--- config.mk ---
export PLATFORM = sky130hd
export DESIGN_NAME = cache_mem_arbiter
export DESIGN_NICKNAME = d
export VERILOG_FILES = /design/src/rtl/cache_mem_arbiter.sv
export SDC_FILE = /design/constraint.sdc
export NUM_CORES = 1
export LEC_CHECK = 0
export ABC_AREA = 1
export CAP_MARGIN = 10
export CORE_MARGIN = 4
export CORE_UTILIZATION = 36
export DETAILED_ROUTE_END_ITERATION = 10
export GPL_TIMING_DRIVEN = 0
export PLACE_DENSITY = 0.95
export SYNTH_ARGS = -nofsm -noshare
export SYNTH_HDL_FRONTEND = slang
export SYNTH_SLANG_ARGS = --single-unit
--- constraint.sdc ---
create_clock -name clk -period 4.36 [get_ports clk]
set_input_delay 0.654 -clock clk [delete_from_list [all_inputs] [get_ports clk]]
set_output_delay 0.654 -clock clk [all_outputs]
set_load 0.1 [all_outputs]
--- src/rtl/cache_mem_arbiter.sv ---
// cache_mem_arbiter
//   Grants the shared pipelined unified memory to one requester at a time:
//   I-cache block fills, D-cache block fills and single-word D-cache stores.
//   A fill issues WORDS consecutive word reads from the latched block base
//   and steers every returned word to the granted cache.
//
// Ports
//   clk, rst_n                 clock, synchronous active-low reset
//   i_miss_req/i_miss_addr     I-cache fill request and miss address
//   d_miss_req/d_miss_addr     D-cache fill request and miss address
//   d_wr_req/addr/data, d_wr_ack  write-through store, accepted only in IDLE
//   i_grant, d_grant           fill in progress for that cache
//   i_data_valid, d_data_valid returned word belongs to that cache
//   fill_data                  returned word (pass-through of mem_data_out)
//   mem_*                      memory request/response interface
//
// state | meaning
// IDLE  | no fill; stores served here, otherwise next miss is granted
// IFILL | issuing/collecting an I-cache block
// DFILL | issuing/collecting a D-cache block
module cache_mem_arbiter #(
  parameter int ADDR_W  = 16,
  parameter int DATA_W  = 16,
  parameter int MEM_LAT = 4,
  parameter int WORDS   = 8
) (
  input  logic              clk,
  input  logic              rst_n,
  input  logic              i_miss_req,
  input  logic [ADDR_W-1:0] i_miss_addr,
  input  logic              d_miss_req,
  input  logic [ADDR_W-1:0] d_miss_addr,
  input  logic              d_wr_req,
  input  logic [ADDR_W-1:0] d_wr_addr,
  input  logic [DATA_W-1:0] d_wr_data,
  output logic              d_wr_ack,
  output logic              i_grant,
  output logic              d_grant,
  output logic              i_data_valid,
  output logic              d_data_valid,
  output logic [DATA_W-1:0] fill_data,
  output logic [ADDR_W-1:0] mem_addr,
  output logic              mem_enable,
  output logic              mem_wr,
  output logic [DATA_W-1:0] mem_data_in,
  input  logic [DATA_W-1:0] mem_data_out,
  input  logic              mem_data_valid
);

  localparam int BASE_W = ADDR_W - 4;

  typedef enum logic [1:0] {
    IDLE  = 2'd0,
    IFILL = 2'd1,
    DFILL = 2'd2
  } state_t;

  state_t            state_q, state_d;
  logic [3:0]        issue_cnt_q, issue_cnt_d;
  logic [3:0]        ret_cnt_q, ret_cnt_d;
  logic [BASE_W-1:0] base_q, base_d;

  logic in_fill;
  logic issuing;
  logic unused_ok;

  // Low address bits of a miss only select the word inside the block; the
  // arbiter always fetches the whole block starting from word 0.
  assign unused_ok = ^{i_miss_addr[3:0], d_miss_addr[3:0], (MEM_LAT > 0)};

  assign in_fill = (state_q != IDLE);
  assign issuing = in_fill && (issue_cnt_q < 4'(WORDS));

  assign fill_data = mem_data_out;

  always_comb begin
    state_d     = state_q;
    issue_cnt_d = issue_cnt_q;
    ret_cnt_d   = ret_cnt_q;
    base_d      = base_q;
    case (state_q)
      IDLE: begin
        // A store occupies the memory this cycle, so misses wait.
        if (!d_wr_req) begin
          if (d_miss_req) begin
            base_d  = d_miss_addr[ADDR_W-1:4];
            state_d = DFILL;
          end else if (i_miss_req) begin
            base_d  = i_miss_addr[ADDR_W-1:4];
            state_d = IFILL;
          end
        end
      end
      IFILL, DFILL: begin
        if (issuing) issue_cnt_d = issue_cnt_q + 4'd1;
        if (mem_data_valid) begin
          if (ret_cnt_q == 4'(WORDS - 1)) begin
            // Last word back: clear counters as we leave so they never wrap.
            state_d     = IDLE;
            issue_cnt_d = '0;
            ret_cnt_d   = '0;
          end else begin
            ret_cnt_d = ret_cnt_q + 4'd1;
          end
        end
      end
      default: state_d = IDLE;
    endcase
  end

  always_ff @(posedge clk) begin
    if (!rst_n) begin
      state_q     <= IDLE;
      issue_cnt_q <= '0;
      ret_cnt_q   <= '0;
      base_q      <= '0;
    end else begin
      state_q     <= state_d;
      issue_cnt_q <= issue_cnt_d;
      ret_cnt_q   <= ret_cnt_d;
      base_q      <= base_d;
    end
  end

  // Strobes are combinational off the state registers so stores are acked
  // and returned words are steered in the same cycle; all forced low in reset.
  always_comb begin
    d_wr_ack     = 1'b0;
    i_grant      = 1'b0;
    d_grant      = 1'b0;
    i_data_valid = 1'b0;
    d_data_valid = 1'b0;
    mem_addr     = '0;
    mem_enable   = 1'b0;
    mem_wr       = 1'b0;
    mem_data_in  = '0;
    if (rst_n) begin
      if (state_q == IDLE) begin
        if (d_wr_req) begin
          d_wr_ack    = 1'b1;
          mem_enable  = 1'b1;
          mem_wr      = 1'b1;
          mem_addr    = d_wr_addr;
          mem_data_in = d_wr_data;
        end
      end else begin
        i_grant      = (state_q == IFILL);
        d_grant      = (state_q == DFILL);
        i_data_valid = (state_q == IFILL) && mem_data_valid;
        d_data_valid = (state_q == DFILL) && mem_data_valid;
        if (issuing) begin
          mem_enable = 1'b1;
          mem_addr   = {base_q, issue_cnt_q[2:0], 1'b0};
        end
      end
    end
  end

endmodule

==> impl_results.md, run 1 <==
* Status: finished, final reports clean
* H-tree depth at 1
* Reg clk slew, reported paths at 80 ps
* First-pass GRT wire length at 9.128 mm
* Filler cells at 382
* Synth Area in Simple Gates at 0.2266
* Die Area at 5972 µm²
* Pwr Density at 344.9 nW/µm²
* CP max FO at 11
* WS Path Type: input port to primary output
* TritonCTS buffer count at 3
* Fin crit period at 3706 ps
* Worst Tran Pin Value at 989.2 ps
* Crit-path cells: clkdlybuf4s50_1 > nand3_4 > inv_2 > buf_4 > nand2_1 > o21ai_2 > clkdlybuf4s50_1
* Clk pwr share at 0.123
* CP required at 3710 ps
* Fin crit share at 0.8500
* Initial Utilization at 0.3836
* Ys Warns at 0
* Top cell family by delay on the critical path: buffers and inverters
* Final setup TNS at 0 ps
* Critical path buffers and inverters at 4
* Largest net degree at the start of global routing at 12
* Seq pwr share at 0.232
* Switch Pwr at 546.7 µW
* Core Area at 4504 µm²
* Slew Limit Headroom at 0.3385
* Vias in the first global route at 1966
* Combinational family with the most area after synthesis: buffers and inverters
* Final hold viol count at 0
* Tot GR Track Use at 0.1855
* Most frequent cells in the layout: 115 x clkdlybuf4s50_1, 58 x inv_1, 53 x nand2_1
* Final nets at 483
* Synth area leaders: dfxtp_1 25%, inv_1 13%, nand2_1 12%
* Unique masters post-synth at 23
* # diodes at 0
* Int Power at 482.8 µW
* Mux cell area share after synthesis at 0
* Clock Latency Late Sink at 260 ps
* Slew Limit Fails at 0
* Synth Area in Compound Gates at 0.2136
* Vias per Instance at 4.571
* Worst Path Arrival at 3050 ps
* #FFs+latches synth at 22
* Peak supply drop at 0.1867 mV
* Dominant cell type by area after synthesis: dfxtp_1
* Final ANT Viol Nets at 0
* WL/cell at 12.76 µm
* Sequential fraction of the synthesis area at 0.2549
* Initial DRC Count at 107
* Post-Syn Nets at 363
* Post-CTS Setup Inserts at 0
* DR pass1 iterations at 4
* Grt ovf at 0
* Critical Path Slowest Stage Cell: clkdlybuf4s50_1
* Mapped Area at 1728 µm²
* WL final at 5.628 mm
* Routability cong. at 0.7578
* Adder-cell area share of the yosys netlist at 0.04345
* Layout cell share with drive strength beyond 1 at 0.1311
* Syn Inst Count at 271
* Die W at 77.28 µm
* Synth Area in XOR/XNOR at 0.01014
* Power Total at 1.030 mW
* CTS tree: done
* HP Class: flip-flop to flip-flop
* Max Clk Rate at 269.8 MHz
* Resized cells post-CTS at 0
* Io pins at 141
* Clock skew at 4.349 ps
* Clock tree buffer depth at 2
* Worst setup EP type: primary output
* Initial antenna violation count at 0
* Worst setup SP type: input port
* Detail Placement HPWL at 4.742 mm
* Mean area per synthesized cell at 6.376 µm²
* Num rows at 24
* Area growth syn-to-layout at 72.77%
* Switching Share at 0.5310
* Post-synth top area share at 0.2549
* RSZ-0062 raised after global routing: false
* Total clock sinks at 22
* Hold buffer count at cts at 0
* CP dominant cell by count: clkdlybuf4s50_1
* Leading cell type in the layout, fill and taps excluded: clkdlybuf4s50_1
* Combinational share of power at 0.645
* DRC viols at 0
* Clk root buf: clkbuf_8
* Die height at 77.28 µm
* Port bufs at 115
* Total number of vias at 2016
* Worst stage delay on the critical path at 1150 ps
* Final setup fails at 0
* Pleak at 1.353 nW
* Max Cap Viol at 0
power groups by stage:
stage	logic, mW	clock network (mW)	registers (mW)
finish	0.664	0.127	0.239
detailed placement	0.665	0	0.243
global route	0.702	0.138	0.242
CTS	0.667	0.128	0.238
floorplan	0.493	0	0.240
global placement	0.652	0	0.241
per-layer routing:
| metal | vias up | part of all wire | wire (µm) | track usage |
|---|---|---|---|---|
| li1 | 1044 | - | - | - |
| met1 | 898 | 0.37 | 2061 | 0.1890 |
| met2 | 70 | 0.57 | 3181 | 0.3800 |
| met3 | 4 | 0.064 | 358 | 0.04215 |
| met4 | 0 | 0.0048 | 27 | 0.03025 |
| met5 | - | 0 | 0 | 0 |
logic make-up (layout without fill, tap and decap cells):
family,after synthesis,after routing
adder cells (fa/ha/maj),6,6
buffers and inverters,87,205
XOR/XNOR,2,2
AO/OA/AOI/OAI,63,63
flip-flops,22,22
AND/OR/NAND/NOR,91,91
stage by stage:
step	area [µm²]	hold WS (ps)	setup slack, ps	cells	utilization
final	2985	447.8	653.9	441	0.6628
after global routing	2985	484.2	534.9	441	0.6628
after CTS	2985	449.4	642.6	441	0.6628
after detailed placement	2944	438.3	654.7	438	0.6536
after global placement	2944	434.5	656.8	438	0.6536
after floorplan	1728	424.0	655.0	271	-
path summary, 6_finish.rpt:
kind,from,to,slack [ps],cells after the start
min,base_q[1],base_q[1],450,2
max,rst_n,mem_addr[13],650,7
min reg2reg,base_q[1],base_q[1],450,2
max reg2reg,state_q[1],ret_cnt_q[3],2850,7
synthesized netlist by cell type:
cell type	count
inv_1	58
nand2_1	53
nor2_1	25
o21ai_0	25
dfxtp_1	22
buf_4	19
a21oi_1	17
o21ai_2	11
o21ai_1	7
ha_1	6
buf_2	5
buf_6	4
nand3_1	4
nor3_1	3
a21oi_2	2
nor2_4	2
xor2_1	2
a32o_1	1
inv_2	1
nand2_2	1
nand2_4	1
nand3_4	1
nor2_2	1
state kept, by name, indices dropped and copies added, names as in the netlist:
register / cells
base_q: 12
issue_cnt_q: 4
ret_cnt_q: 4
state_q: 2
area by class of cell:
cell class / instances / area, µm² / share of cell area
Multi-Input combinational cell: 162 / 853.3 / 0.2858
Clock buffer: 3 / 41.29 / 0.01383
Timing Repair Buffer: 115 / 1151 / 0.3856
Buffer: 28 / 212.7 / 0.07125
Sequential cell: 22 / 440.4 / 0.1475
Inverter: 59 / 221.5 / 0.07418
Tap cell: 52 / 65.06 / 0.02179
worst reg2reg max path: cells and delay by family (launching register included):
kind / cells / cell delay [ps]
AOI/OAI and AO/OA: 1 / 240
DFF: 1 / 360
and+or+nand+nor: 3 / 290
adders and majority gates: 1 / 320
buffers and inverters: 2 / 180
No activity file was read; power rests on OpenSTA's default activity.
==> run 2, diff against run 1 <==
- CORE_UTILIZATION: 36 -> 68
- DONT_BUFFER_PORTS: default -> 1
- PLACE_DENSITY: 0.95 -> 0.94
==> run 2 against run 1 <==
Net effect:
- combinational power decreased by 17%
- clock-buffer cell count unchanged
- register-to-register slack about the same
- first-iteration DRC count decreased by 36%
- critical path depth unchanged
- critical path type is now flip-flop to primary output
- largest power group unchanged
==> impl_results.md, run 2 (same netlist as run 1, synthesis figures left out) <==
* Status: finished, final reports clean
* # diodes at 0
* Worst Tran Pin Value at 1152 ps
* Io pins at 141
* Final hold viol count at 0
* Crit-path cells: inv_1 > ha_1 > buf_6 > nor2_4 > nand2_2 > buf_4 > o21ai_2
* H-tree depth at 1
* Grt ovf at 0
* Max Cap Viol at 0
* Die Area at 3412 µm²
* Worst setup SP type: flip-flop
* Fin crit period at 3203 ps
* WS Path Type: flip-flop to primary output
* Routability cong. at 0.8073
* Final setup TNS at 0 ps
* Critical Path Slowest Stage Cell: o21ai_2
* Detail Placement HPWL at 3.726 mm
* Post-route cell area at 1889 µm²
* DRC viols at 0
* Initial antenna violation count at 0
* Final setup fails at 0
* Max Clk Rate at 312.2 MHz
* WL/cell at 14.50 µm
* Hold Startpoint: base_q[3]
* Area growth syn-to-layout at 9.341%
* Vias per Instance at 5.369
* Crit. Startpoint: state_q[0]
* Total number of vias at 1643
* Pleak at 0.9316 nW
* Peak supply drop at 0.3451 mV
* Worst Path Arrival at 2550 ps
* Layout cell share with drive strength beyond 1 at 0.2790
* Tot GR Track Use at 0.2460
* Worst setup EP type: primary output
* Dpl cell area at 1867 µm²
* Initial DRC Count at 69
* Number of flip-flops in the largest register at 12
* Resized cells post-CTS at 0
* Total clock sinks at 22
* Vias in the first global route at 1480
* CP required at 3710 ps
* RSZ-0062 raised after global routing: false
* Clock tree buffer depth at 2
* Filler cells at 200
* Hold buffer count at cts at 0
* TritonCTS buffer count at 3
* Final nets at 370
* R2R Path Start: state_q[0]
* Clock Latency Late Sink at 300 ps
* Most frequent cells in the layout: 58 x inv_1, 53 x nand2_1, 22 x dfxtp_1
* Largest net degree at the start of global routing at 12
* Post-CTS Setup Inserts at 0
* Leading cell type in the layout, fill and taps excluded: inv_1
* Most flops, register: base_q
* Die height at 58.41 µm
* CTS tree: done
* Slew Limit Headroom at 0.2317
* Clk root buf: clkbuf_4
* Port bufs at 0
* Clock skew at 5.695 ps
* DR pass1 iterations at 4
* HP Class: flip-flop to flip-flop
* Worst stage delay on the critical path at 860 ps
* First-pass GRT wire length at 6.596 mm
* Die W at 58.41 µm
* Num rows at 18
* Pwr Density at 466.8 nW/µm²
* Core Area at 2455 µm²
* Initial Utilization at 0.7039
* WL final at 4.437 mm
* CP max FO at 10
* Top cell family by delay on the critical path: compound AO/OA/AOI/OAI gates
* Final ANT Viol Nets at 0
* Reg clk slew, reported paths at 120 ps
* Slew Limit Fails at 0
* Regs by FF count: base_q: 12 flops, issue_cnt_q: 4 flops, ret_cnt_q: 4 flops
* Critical path buffers and inverters at 3
* Fin crit share at 0.7346
==> run 2: final cells by class <==
| type | instances | area, µm² | area share |
|---|---|---|---|
| Clock buffer | 3 | 22.52 | 0.01192 |
| Multi-Input combinational cell | 162 | 924.6 | 0.4894 |
| Inverter | 59 | 221.5 | 0.1172 |
| Tap cell | 30 | 37.54 | 0.01987 |
| Buffer | 28 | 212.7 | 0.1126 |
| Sequential cell | 22 | 440.4 | 0.2331 |
| Timing Repair Buffer | 2 | 30.03 | 0.01589 |
==> run 2: routing by layer <==
metal / track usage / routed length [µm] / share of wire / vias up
met5: 0 / 0 / 0 / -
met4: 0.06954 / 44 / 0.0099 / 0
met3: 0.03509 / 401 / 0.090 / 6
met2: 0.4514 / 2399 / 0.54 / 72
met1: 0.2950 / 1593 / 0.36 / 749
li1: - / - / - / 816
==> run 2: tightest hold or removal path: cells and delay by family (launching register included) <==
kind	cells	cell delay, ps
buffers and inverters	1	80
AO/OA/AOI/OAI	1	50
flip-flops	1	320
==> run 2: per-stage QoR <==
| step | utilization | setup slack [ps] | power (mW) | hold WS [ps] | std cells |
|---|---|---|---|---|---|
| 2_1_floorplan | - | 655.0 | 0.7328 | 424.0 | 271 |
| 3_3_place_gp | 0.7192 | 488.9 | 0.7657 | 435.4 | 301 |
| 3_5_place_dp | 0.7604 | 1496 | 0.7943 | 468.6 | 303 |
| 4_1_cts | 0.7696 | 1165 | 0.8811 | 485.5 | 306 |
| 5_1_grt | 0.7696 | 1048 | 0.9227 | 516.6 | 306 |
| 6_report | 0.7696 | 1157 | 0.8819 | 482.8 | 306 |
==> run 2: final timing paths <==
check                       to  cells past startpoint  slack (ps)
setup / recovery   mem_addr[7]                      7        1160
hold / removal       base_q[3]                      2         480
setup reg to reg  ret_cnt_q[3]                      7        2840
hold reg to reg      base_q[3]                      2         480
==> run 2: power breakdown <==
| part | leakage, nW | switching [mW] | internal (mW) |
|---|---|---|---|
| registers | 0.180 | 0.0123 | 0.226 |
| logic | 0.738 | 0.460 | 0.0900 |
| clock network | 0.0138 | 0.0605 | 0.0322 |
| total | 0.932 | 0.533 | 0.349 |
